<file path="src/rtl/bean_control_if.sv">
// Control-to-datapath bundle for the BEAN-1 control FSM.
// master: control unit (drives strobes/selects); slave: datapath + memory.
interface bean_control_if;
  logic [31:0] instr;
  logic        jump;
  logic        mem_ready;
  logic        reg_WE;
  logic        rs1_SEL;
  logic        rs2_SEL;
  logic        addrs_SEL;
  logic        pc_EN;
  logic        instr_EN;
  logic        ALU_mem_EN;
  logic        mem_in_EN;
  logic [1:0]  reg_SEL;
  logic [1:0]  pc_SEL;
  logic [2:0]  imm_SEL;
  logic [3:0]  ALU_MODE;
  logic        mem_RE;
  logic        mem_WE;
  logic [2:0]  mem_size;
  logic        halted;

  modport master (
    input  instr, jump, mem_ready,
    output reg_WE, rs1_SEL, rs2_SEL, addrs_SEL,
    output pc_EN, instr_EN, ALU_mem_EN, mem_in_EN,
    output reg_SEL, pc_SEL, imm_SEL, ALU_MODE,
    output mem_RE, mem_WE, mem_size, halted
  );

  modport slave (
    output instr, jump, mem_ready,
    input  reg_WE, rs1_SEL, rs2_SEL, addrs_SEL,
    input  pc_EN, instr_EN, ALU_mem_EN, mem_in_EN,
    input  reg_SEL, pc_SEL, imm_SEL, ALU_MODE,
    input  mem_RE, mem_WE, mem_size, halted
  );
endinterface

</file>
<file path="src/rtl/bean_control.sv">
// BEAN-1 multi-cycle control FSM: FETCH/DECODE/EXEC/MEM/TRAP.
// Ports: clk, reset (sync, active-high), bus (bean_control_if.master).
module bean_control #(
  parameter int unsigned MEM_TIMEOUT = 255,
  parameter int unsigned TIMEOUT_W   = 8
) (
  input  logic           clk,
  input  logic           reset,
  bean_control_if.master bus
);

  typedef enum logic [2:0] {
    S_FETCH, S_DECODE, S_EXEC, S_MEM, S_TRAP
  } state_t;

  typedef struct packed {
    logic       reg_WE;
    logic       rs1_SEL;
    logic       rs2_SEL;
    logic       addrs_SEL;
    logic       pc_EN;
    logic       instr_EN;
    logic       ALU_mem_EN;
    logic       mem_in_EN;
    logic [1:0] reg_SEL;
    logic [1:0] pc_SEL;
    logic [2:0] imm_SEL;
    logic [3:0] ALU_MODE;
    logic       mem_RE;
    logic       mem_WE;
    logic [2:0] mem_size;
    logic       halted;
  } ctl_t;

  localparam logic [6:0] OPC_LOAD  = 7'b0000011;
  localparam logic [6:0] OPC_STORE = 7'b0100011;
  localparam logic [6:0] OPC_OP    = 7'b0110011;
  localparam logic [6:0] OPC_OPI   = 7'b0010011;
  localparam logic [6:0] OPC_LUI   = 7'b0110111;
  localparam logic [6:0] OPC_AUI   = 7'b0010111;
  localparam logic [6:0] OPC_JAL   = 7'b1101111;
  localparam logic [6:0] OPC_JALR  = 7'b1100111;
  localparam logic [6:0] OPC_BR    = 7'b1100011;
  localparam logic [6:0] OPC_FENCE = 7'b0001111;

  state_t               state_q, state_d;
  logic [TIMEOUT_W-1:0] cnt_q, cnt_d;
  ctl_t                 o, ctl;

  logic [6:0] opc, f7;
  logic [2:0] f3;
  logic is_ld, is_st, is_op, is_opi, is_lui;
  logic is_aui, is_jal, is_jalr, is_br, is_fence;
  logic op_ok, opi_ok, br_ok, to_exec, tmo;
  logic [3:0] alu_rr, alu_br;
  logic unused;

  assign opc = bus.instr[6:0];
  assign f3  = bus.instr[14:12];
  assign f7  = bus.instr[31:25];
  assign unused = ^{bus.instr[24:15], bus.instr[11:7]};

  assign is_ld    = opc == OPC_LOAD;
  assign is_st    = opc == OPC_STORE;
  assign is_op    = opc == OPC_OP;
  assign is_opi   = opc == OPC_OPI;
  assign is_lui   = opc == OPC_LUI;
  assign is_aui   = opc == OPC_AUI;
  assign is_jal   = opc == OPC_JAL;
  assign is_jalr  = opc == OPC_JALR;
  assign is_br    = opc == OPC_BR;
  assign is_fence = opc == OPC_FENCE;

  // alternate funct7 only valid for SUB and SRA
  assign op_ok = (f7 == 7'b0000000) |
                 ((f7 == 7'b0100000) &
                  ((f3 == 3'b000) | (f3 == 3'b101)));
  assign opi_ok = (f3 == 3'b001) ? (f7 == 7'b0000000) :
                  (f3 == 3'b101) ? ((f7 == 7'b0000000) |
                                    (f7 == 7'b0100000)) :
                  1'b1;
  assign br_ok = f3[2:1] != 2'b01;

  assign to_exec = (is_op & op_ok) | (is_opi & opi_ok) |
                   (is_br & br_ok) | is_lui | is_aui |
                   is_jal | is_jalr | is_fence;

  assign tmo = (MEM_TIMEOUT != 0) &&
               (cnt_q == TIMEOUT_W'(MEM_TIMEOUT));

  // OP-IMM never subtracts; f7[5] only selects SUB on OP
  always_comb begin
    alu_rr = 4'd0;
    unique case (f3)
      3'b000: alu_rr = (is_op & f7[5]) ? 4'd1 : 4'd0;
      3'b001: alu_rr = 4'd2;
      3'b010: alu_rr = 4'd3;
      3'b011: alu_rr = 4'd4;
      3'b100: alu_rr = 4'd5;
      3'b101: alu_rr = f7[5] ? 4'd7 : 4'd6;
      3'b110: alu_rr = 4'd8;
      3'b111: alu_rr = 4'd9;
      default: alu_rr = 4'd0;
    endcase
  end

  always_comb begin
    alu_br = 4'd0;
    unique case (f3)
      3'b000: alu_br = 4'd10;
      3'b001: alu_br = 4'd11;
      3'b100: alu_br = 4'd3;
      3'b101: alu_br = 4'd12;
      3'b110: alu_br = 4'd4;
      3'b111: alu_br = 4'd13;
      default: alu_br = 4'd0;
    endcase
  end

  always_ff @(posedge clk) begin
    if (reset) begin
      state_q <= S_FETCH;
      cnt_q   <= '0;
    end else begin
      state_q <= state_d;
      cnt_q   <= cnt_d;
    end
  end

  always_comb begin
    state_d = state_q;
    cnt_d   = '0;
    o       = '0;
    unique case (state_q)
      S_FETCH: begin
        o.addrs_SEL = 1'b1;
        o.mem_RE    = 1'b1;
        o.mem_in_EN = 1'b1;
        o.mem_size  = 3'b010;
        if (bus.mem_ready) begin
          o.instr_EN = 1'b1;
          state_d    = S_DECODE;
        end else if (tmo) begin
          state_d = S_TRAP;
        end else begin
          cnt_d = cnt_q + 1'b1;
        end
      end
      S_DECODE: begin
        if (is_ld | is_st) state_d = S_MEM;
        else if (to_exec)  state_d = S_EXEC;
        else               state_d = S_TRAP;
      end
      S_EXEC: begin
        o.pc_EN = 1'b1;
        state_d = S_FETCH;
        unique case (1'b1)
          is_op: begin
            o.ALU_MODE = alu_rr;
            o.reg_SEL  = 2'd1;
            o.reg_WE   = 1'b1;
          end
          is_opi: begin
            o.rs2_SEL  = 1'b1;
            o.ALU_MODE = alu_rr;
            o.reg_SEL  = 2'd1;
            o.reg_WE   = 1'b1;
          end
          is_lui: begin
            o.imm_SEL = 3'd3;
            o.reg_SEL = 2'd2;
            o.reg_WE  = 1'b1;
          end
          is_aui: begin
            o.rs1_SEL = 1'b1;
            o.rs2_SEL = 1'b1;
            o.imm_SEL = 3'd3;
            o.reg_SEL = 2'd1;
            o.reg_WE  = 1'b1;
          end
          is_jal: begin
            o.imm_SEL = 3'd4;
            o.reg_SEL = 2'd3;
            o.reg_WE  = 1'b1;
            o.pc_SEL  = 2'd2;
          end
          is_jalr: begin
            o.rs2_SEL = 1'b1;
            o.reg_SEL = 2'd3;
            o.reg_WE  = 1'b1;
            o.pc_SEL  = 2'd1;
          end
          is_br: begin
            o.imm_SEL  = 3'd2;
            o.ALU_MODE = alu_br;
            o.pc_SEL   = bus.jump ? 2'd2 : 2'd0;
          end
          default: ;
        endcase
      end
      S_MEM: begin
        o.rs2_SEL  = 1'b1;
        o.mem_size = f3;
        if (is_st) begin
          o.imm_SEL    = 3'd1;
          o.ALU_mem_EN = 1'b1;
          o.mem_WE     = 1'b1;
        end else begin
          o.mem_RE    = 1'b1;
          o.mem_in_EN = 1'b1;
        end
        if (bus.mem_ready) begin
          o.pc_EN  = 1'b1;
          o.reg_WE = ~is_st;
          state_d  = S_FETCH;
        end else if (tmo) begin
          state_d = S_TRAP;
        end else begin
          cnt_d = cnt_q + 1'b1;
        end
      end
      S_TRAP: o.halted = 1'b1;
      default: state_d = S_TRAP;
    endcase
  end

  assign ctl = reset ? '0 : o;

  assign bus.reg_WE     = ctl.reg_WE;
  assign bus.rs1_SEL    = ctl.rs1_SEL;
  assign bus.rs2_SEL    = ctl.rs2_SEL;
  assign bus.addrs_SEL  = ctl.addrs_SEL;
  assign bus.pc_EN      = ctl.pc_EN;
  assign bus.instr_EN   = ctl.instr_EN;
  assign bus.ALU_mem_EN = ctl.ALU_mem_EN;
  assign bus.mem_in_EN  = ctl.mem_in_EN;
  assign bus.reg_SEL    = ctl.reg_SEL;
  assign bus.pc_SEL     = ctl.pc_SEL;
  assign bus.imm_SEL    = ctl.imm_SEL;
  assign bus.ALU_MODE   = ctl.ALU_MODE;
  assign bus.mem_RE     = ctl.mem_RE;
  assign bus.mem_WE     = ctl.mem_WE;
  assign bus.mem_size   = ctl.mem_size;
  assign bus.halted     = ctl.halted;

endmodule

</file>
<file path="src/flat_wrapper.sv">
// flat-port wrapper written by rule: the top's interface ports become plain ports
module bean_control_flat 
#(
  parameter int unsigned MEM_TIMEOUT = 255,
  parameter int unsigned TIMEOUT_W   = 8
)
  (clk, reset, bus_instr, bus_jump, bus_mem_ready, bus_reg_WE, bus_rs1_SEL, bus_rs2_SEL, bus_addrs_SEL, bus_pc_EN, bus_instr_EN, bus_ALU_mem_EN, bus_mem_in_EN, bus_reg_SEL, bus_pc_SEL, bus_imm_SEL, bus_ALU_MODE, bus_mem_RE, bus_mem_WE, bus_mem_size, bus_halted);
  bean_control_if bus_i ();
  input  logic clk;
  input  logic reset;
  input wire logic [$bits(bus_i.instr)-1:0] bus_instr;
  input wire logic [$bits(bus_i.jump)-1:0] bus_jump;
  input wire logic [$bits(bus_i.mem_ready)-1:0] bus_mem_ready;
  output wire logic [$bits(bus_i.reg_WE)-1:0] bus_reg_WE;
  output wire logic [$bits(bus_i.rs1_SEL)-1:0] bus_rs1_SEL;
  output wire logic [$bits(bus_i.rs2_SEL)-1:0] bus_rs2_SEL;
  output wire logic [$bits(bus_i.addrs_SEL)-1:0] bus_addrs_SEL;
  output wire logic [$bits(bus_i.pc_EN)-1:0] bus_pc_EN;
  output wire logic [$bits(bus_i.instr_EN)-1:0] bus_instr_EN;
  output wire logic [$bits(bus_i.ALU_mem_EN)-1:0] bus_ALU_mem_EN;
  output wire logic [$bits(bus_i.mem_in_EN)-1:0] bus_mem_in_EN;
  output wire logic [$bits(bus_i.reg_SEL)-1:0] bus_reg_SEL;
  output wire logic [$bits(bus_i.pc_SEL)-1:0] bus_pc_SEL;
  output wire logic [$bits(bus_i.imm_SEL)-1:0] bus_imm_SEL;
  output wire logic [$bits(bus_i.ALU_MODE)-1:0] bus_ALU_MODE;
  output wire logic [$bits(bus_i.mem_RE)-1:0] bus_mem_RE;
  output wire logic [$bits(bus_i.mem_WE)-1:0] bus_mem_WE;
  output wire logic [$bits(bus_i.mem_size)-1:0] bus_mem_size;
  output wire logic [$bits(bus_i.halted)-1:0] bus_halted;
  assign bus_i.instr = bus_instr;
  assign bus_i.jump = bus_jump;
  assign bus_i.mem_ready = bus_mem_ready;
  assign bus_reg_WE = bus_i.reg_WE;
  assign bus_rs1_SEL = bus_i.rs1_SEL;
  assign bus_rs2_SEL = bus_i.rs2_SEL;
  assign bus_addrs_SEL = bus_i.addrs_SEL;
  assign bus_pc_EN = bus_i.pc_EN;
  assign bus_instr_EN = bus_i.instr_EN;
  assign bus_ALU_mem_EN = bus_i.ALU_mem_EN;
  assign bus_mem_in_EN = bus_i.mem_in_EN;
  assign bus_reg_SEL = bus_i.reg_SEL;
  assign bus_pc_SEL = bus_i.pc_SEL;
  assign bus_imm_SEL = bus_i.imm_SEL;
  assign bus_ALU_MODE = bus_i.ALU_MODE;
  assign bus_mem_RE = bus_i.mem_RE;
  assign bus_mem_WE = bus_i.mem_WE;
  assign bus_mem_size = bus_i.mem_size;
  assign bus_halted = bus_i.halted;
  bean_control #(.MEM_TIMEOUT(MEM_TIMEOUT), .TIMEOUT_W(TIMEOUT_W)) u_core (.clk(clk), .reset(reset), .bus(bus_i));
endmodule
</file>
<file path="config.mk">
export PLATFORM = sky130hd
export DESIGN_NAME = bean_control_flat
export DESIGN_NICKNAME = d
export VERILOG_FILES = /design/src/rtl/bean_control_if.sv /design/src/rtl/bean_control.sv /design/src/flat_wrapper.sv
export SDC_FILE = /design/constraint.sdc
export NUM_CORES = 1
export LEC_CHECK = 0
export ABC_AREA = 1
export CORE_AREA = 2 2 61 51
export CTS_CLUSTER_SIZE = 12
export DETAILED_ROUTE_END_ITERATION = 6
export DIE_AREA = 0 0 63 53
export HOLD_SLACK_MARGIN = 0.03
export PLACE_DENSITY = 0.84
export SLEW_MARGIN = 25
export SYNTH_ARGS = -nofsm -noshare
export SYNTH_HDL_FRONTEND = slang
export SYNTH_SLANG_ARGS = --single-unit
</file>
<file path="constraint.sdc">
create_clock -name clk -period 3.1 [get_ports clk]
set_input_delay 0.465 -clock clk [delete_from_list [all_inputs] [get_ports clk]]
set_output_delay 0.465 -clock clk [all_outputs]
set_load 0.03 [all_outputs]
</file>
==> impl_metrics.json <==
{
  "drv_slew": 0,
  "maxCapViolations": 0,
  "crit_required_ps": 2630,
  "timing_worst_setup_path_type": "in -> out",
  "netlist_area_sq_um": 1104,
  "yosysUniqueCellTypes": 30,
  "leakage_uw": 0.0006856,
  "layout_setup_ws_ps": 173.9,
  "hold_ws_ps": 444.1,
  "intPower_uw": 244.6,
  "max_freq_ghz": 0.3418,
  "dp.cells": 265,
  "io_pins": 61,
  "min_to": "u_core.cnt_q[0]",
  "grt_max_degree": 9,
  "syn_to_final_growth_pct": 46.60,
  "cts_buffers": 3,
  "fin_skew_ps": 0.3391,
  "start_kind": "input port",
  "dieArea_sq_um": 3339,
  "antennaDiodeCount": 0,
  "pre_cts_slack_ps": 123.0,
  "hold-path-cell-count": 1,
  "rr_worst_depth": 8,
  "peakVddDrop_uv": 159.1,
  "ant_nets": 0,
  "num_rows": 17,
  "root_buffer": "clkbuf_4",
  "r2r_slack_ps": 1640,
  "port_buffers": 45,
  "cts_tree": "yes",
  "drive_above_1_share": 0.1472,
  "fin_cells": 269,
  "gp_congestion": 0.8411,
  "post-route-min-period_ps": 2926,
  "drcViolationCount": 0,
  "relSlewSlack": 0.7466,
  "post_cts_buffers": 0,
  "fp.dieW_microns": 63,
  "clock_sinks": 11,
  "synth-seq-cells": 11,
  "synthCells": 184,
  "antenna_found_initial": 0,
  "routed_wl_mm": 2.958,
  "drtPass1Iterations": 4,
  "syn_area_per_cell_sq_um": 5.998,
  "cp.arrival_ps": 2460,
  "critPathCaptureType": "output port",
  "hold_class": "reg -> reg",
  "cts_max_level": 1,
  "grt_overflow": 0,
  "min_from": "u_core.cnt_q[0]",
  "wl_per_cell_microns": 11.00,
  "swShare": 0.3241,
  "place_hpwl_mm": 2.504,
  "powerDensity_nw_per_um2": 223.7,
  "core-area_sq_um": 2701,
  "fin_util": 0.5989,
  "rsz0062_at_grt": "no",
  "tns_ps": 0,
  "p_seq_frac": 0.411,
  "tightest_slew_ps": 376.1,
  "track_usage": 0.1802,
  "die-height_microns": 53,
  "p_comb_frac": 0.326,
  "r2r-end": "u_core.state_q[0]",
  "grt_pass1_vias": 1102,
  "setup_violations": 0,
  "crit_fanout": 6,
  "outcome": "finished, final reports clean",
  "clockBufferDepth": 2,
  "routed_via_density": 4.900,
  "clk_pin_slew_worst_paths_ps": 70,
  "final.period_utilization": 0.9439,
  "hold_viol_final": 0,
  "p_switching_uw": 117.3,
  "clkPwrFrac": 0.263,
  "r2r-start": "u_core.cnt_q[0]",
  "clkLatencyLatePin_ps": 270,
  "ys_seq_area_frac": 0.1995,
  "start_util": 0.4085,
  "nets": 269,
  "drtIter0Drc": 89,
  "vias": 1318,
  "grt_pass1_wl_mm": 4.802,
  "fill_cells": 266,
  "yosysWarningCount": 0,
  "crit_start": "bus_instr[2]",
  "synth_nets": 221
}
-- cell usage after synthesis --
master	instances	share of area
nor2_2	6	0.034
a21oi_2	1	0.0079
o31ai_1	1	0.0068
or2_1	1	0.0057
nor2_1	29	0.099
inv_2	6	0.020
a31oi_1	6	0.034
buf_6	1	0.010
nand3_1	14	0.063
nand4_4	1	0.019
nor3_1	6	0.027
nand4_1	2	0.011
or2_2	1	0.0057
o21ai_1	1	0.0045
inv_1	20	0.068
nand2_2	5	0.028
a32o_1	1	0.0091
xnor2_1	1	0.0079
o21ai_0	7	0.032
nand3_2	3	0.027
and3_1	1	0.0057
buf_4	4	0.027
xor2_1	2	0.016
nor2_4	3	0.031
nor4_1	1	0.0057
nand2_4	1	0.010
ha_1	1	0.011
a21oi_1	11	0.050
nand2_1	36	0.12
dfxtp_1	11	0.20
-- routing by layer --
metal,part of all wire,GRT usage,vias to the layer above
li1,-,-,692
met4,0.010,0.04074,0
met1,0.50,0.2519,576
met3,0.072,0.03830,4
met2,0.42,0.2837,46
met5,0,0,-
-- critical path, stage by stage --
cell and delay [ps]:
clkdlybuf4s50_1 460, inv_1 90, nand2_2 60, nor2_4 170, nand2_4 90, nor2_2 140
inv_2 70, a31oi_1 200, clkdlybuf4s50_1 700
-- sequential cells by signal, indices dropped and copies added, names as in the netlist --
register and cells:
u_core.state_q 3, u_core.cnt_q 8
-- worst max path at each step --
stage,to,cells past startpoint,slack [ps]
2_1_floorplan,bus_imm_SEL[1],6,920
6_report,bus_reg_SEL[0],9,170
5_1_grt,bus_reg_WE,9,60
3_3_place_gp,bus_ALU_MODE[0],9,150
4_1_cts,bus_ALU_MODE[0],9,120
3_5_place_dp,bus_ALU_MODE[0],9,120
-- per-stage QoR --
stage	power [uW]	instance area, sq um
finish	361.9	1618
global route	382.4	1618
CTS	366.0	1610
detailed placement	269.0	1583
global placement	267.8	1583
floorplan	218.2	1104
-- logic make-up after synthesis --
kind of cell             synth area share
AND/OR/NAND/NOR                    0.4955
buffers and inverters              0.1258
AO/OA/AOI/OAI                      0.1440
flip-flops                         0.1995
XOR/XNOR                          0.02381
adder cells (fa/ha/maj)           0.01134
-- final cells by class --
type	count	area, sq um	share of cell area
clock buffers	3	22.52	0.01392
clock inverters	1	5.005	0.003094
inverters	26	97.59	0.06032
multi-input cells	142	744.5	0.4602
flip-flops and latches	11	220.2	0.1361
well taps	38	47.55	0.02939
repair buffers	48	480.5	0.2970
-- power groups by stage --
| stage | Sequential (uW) | Combinational (uW) | Clock [uW] |
|---|---|---|---|
| 2_1_floorplan | 151 | 67.2 | 0 |
| 3_3_place_gp | 152 | 116 | 0 |
| 3_5_place_dp | 152 | 117 | 0 |
| 4_1_cts | 148 | 118 | 99.9 |
| 5_1_grt | 149 | 129 | 105 |
| 6_report | 149 | 118 | 95.3 |
-- placed cells by master (no fill, tap or decap), drive strengths merged --
| cell | instances |
|---|---|
| xor2 | 2 |
| nor3 | 6 |
| inv | 26 |
| ha | 1 |
| and3 | 1 |
| clkinv | 1 |
| dlymetal6s2s | 3 |
| clkdlybuf4s50 | 42 |
| clkbuf | 3 |
| o21ai | 8 |
| nand2 | 42 |
| nor2 | 38 |
| a32o | 1 |
| nand4 | 3 |
| or2 | 2 |
| a31oi | 6 |
| nor4 | 1 |
| o31ai | 1 |
| nand3 | 17 |
| buf | 3 |
| dfxtp | 11 |
| a21oi | 12 |
| xnor2 | 1 |
-- what timing repair did --
action                     in CTS  in global routing
resized for setup               0                  3
setup endpoints to repair       0                  3
hold buffers                    0                  0
Power figures use the tool's default switching activity.
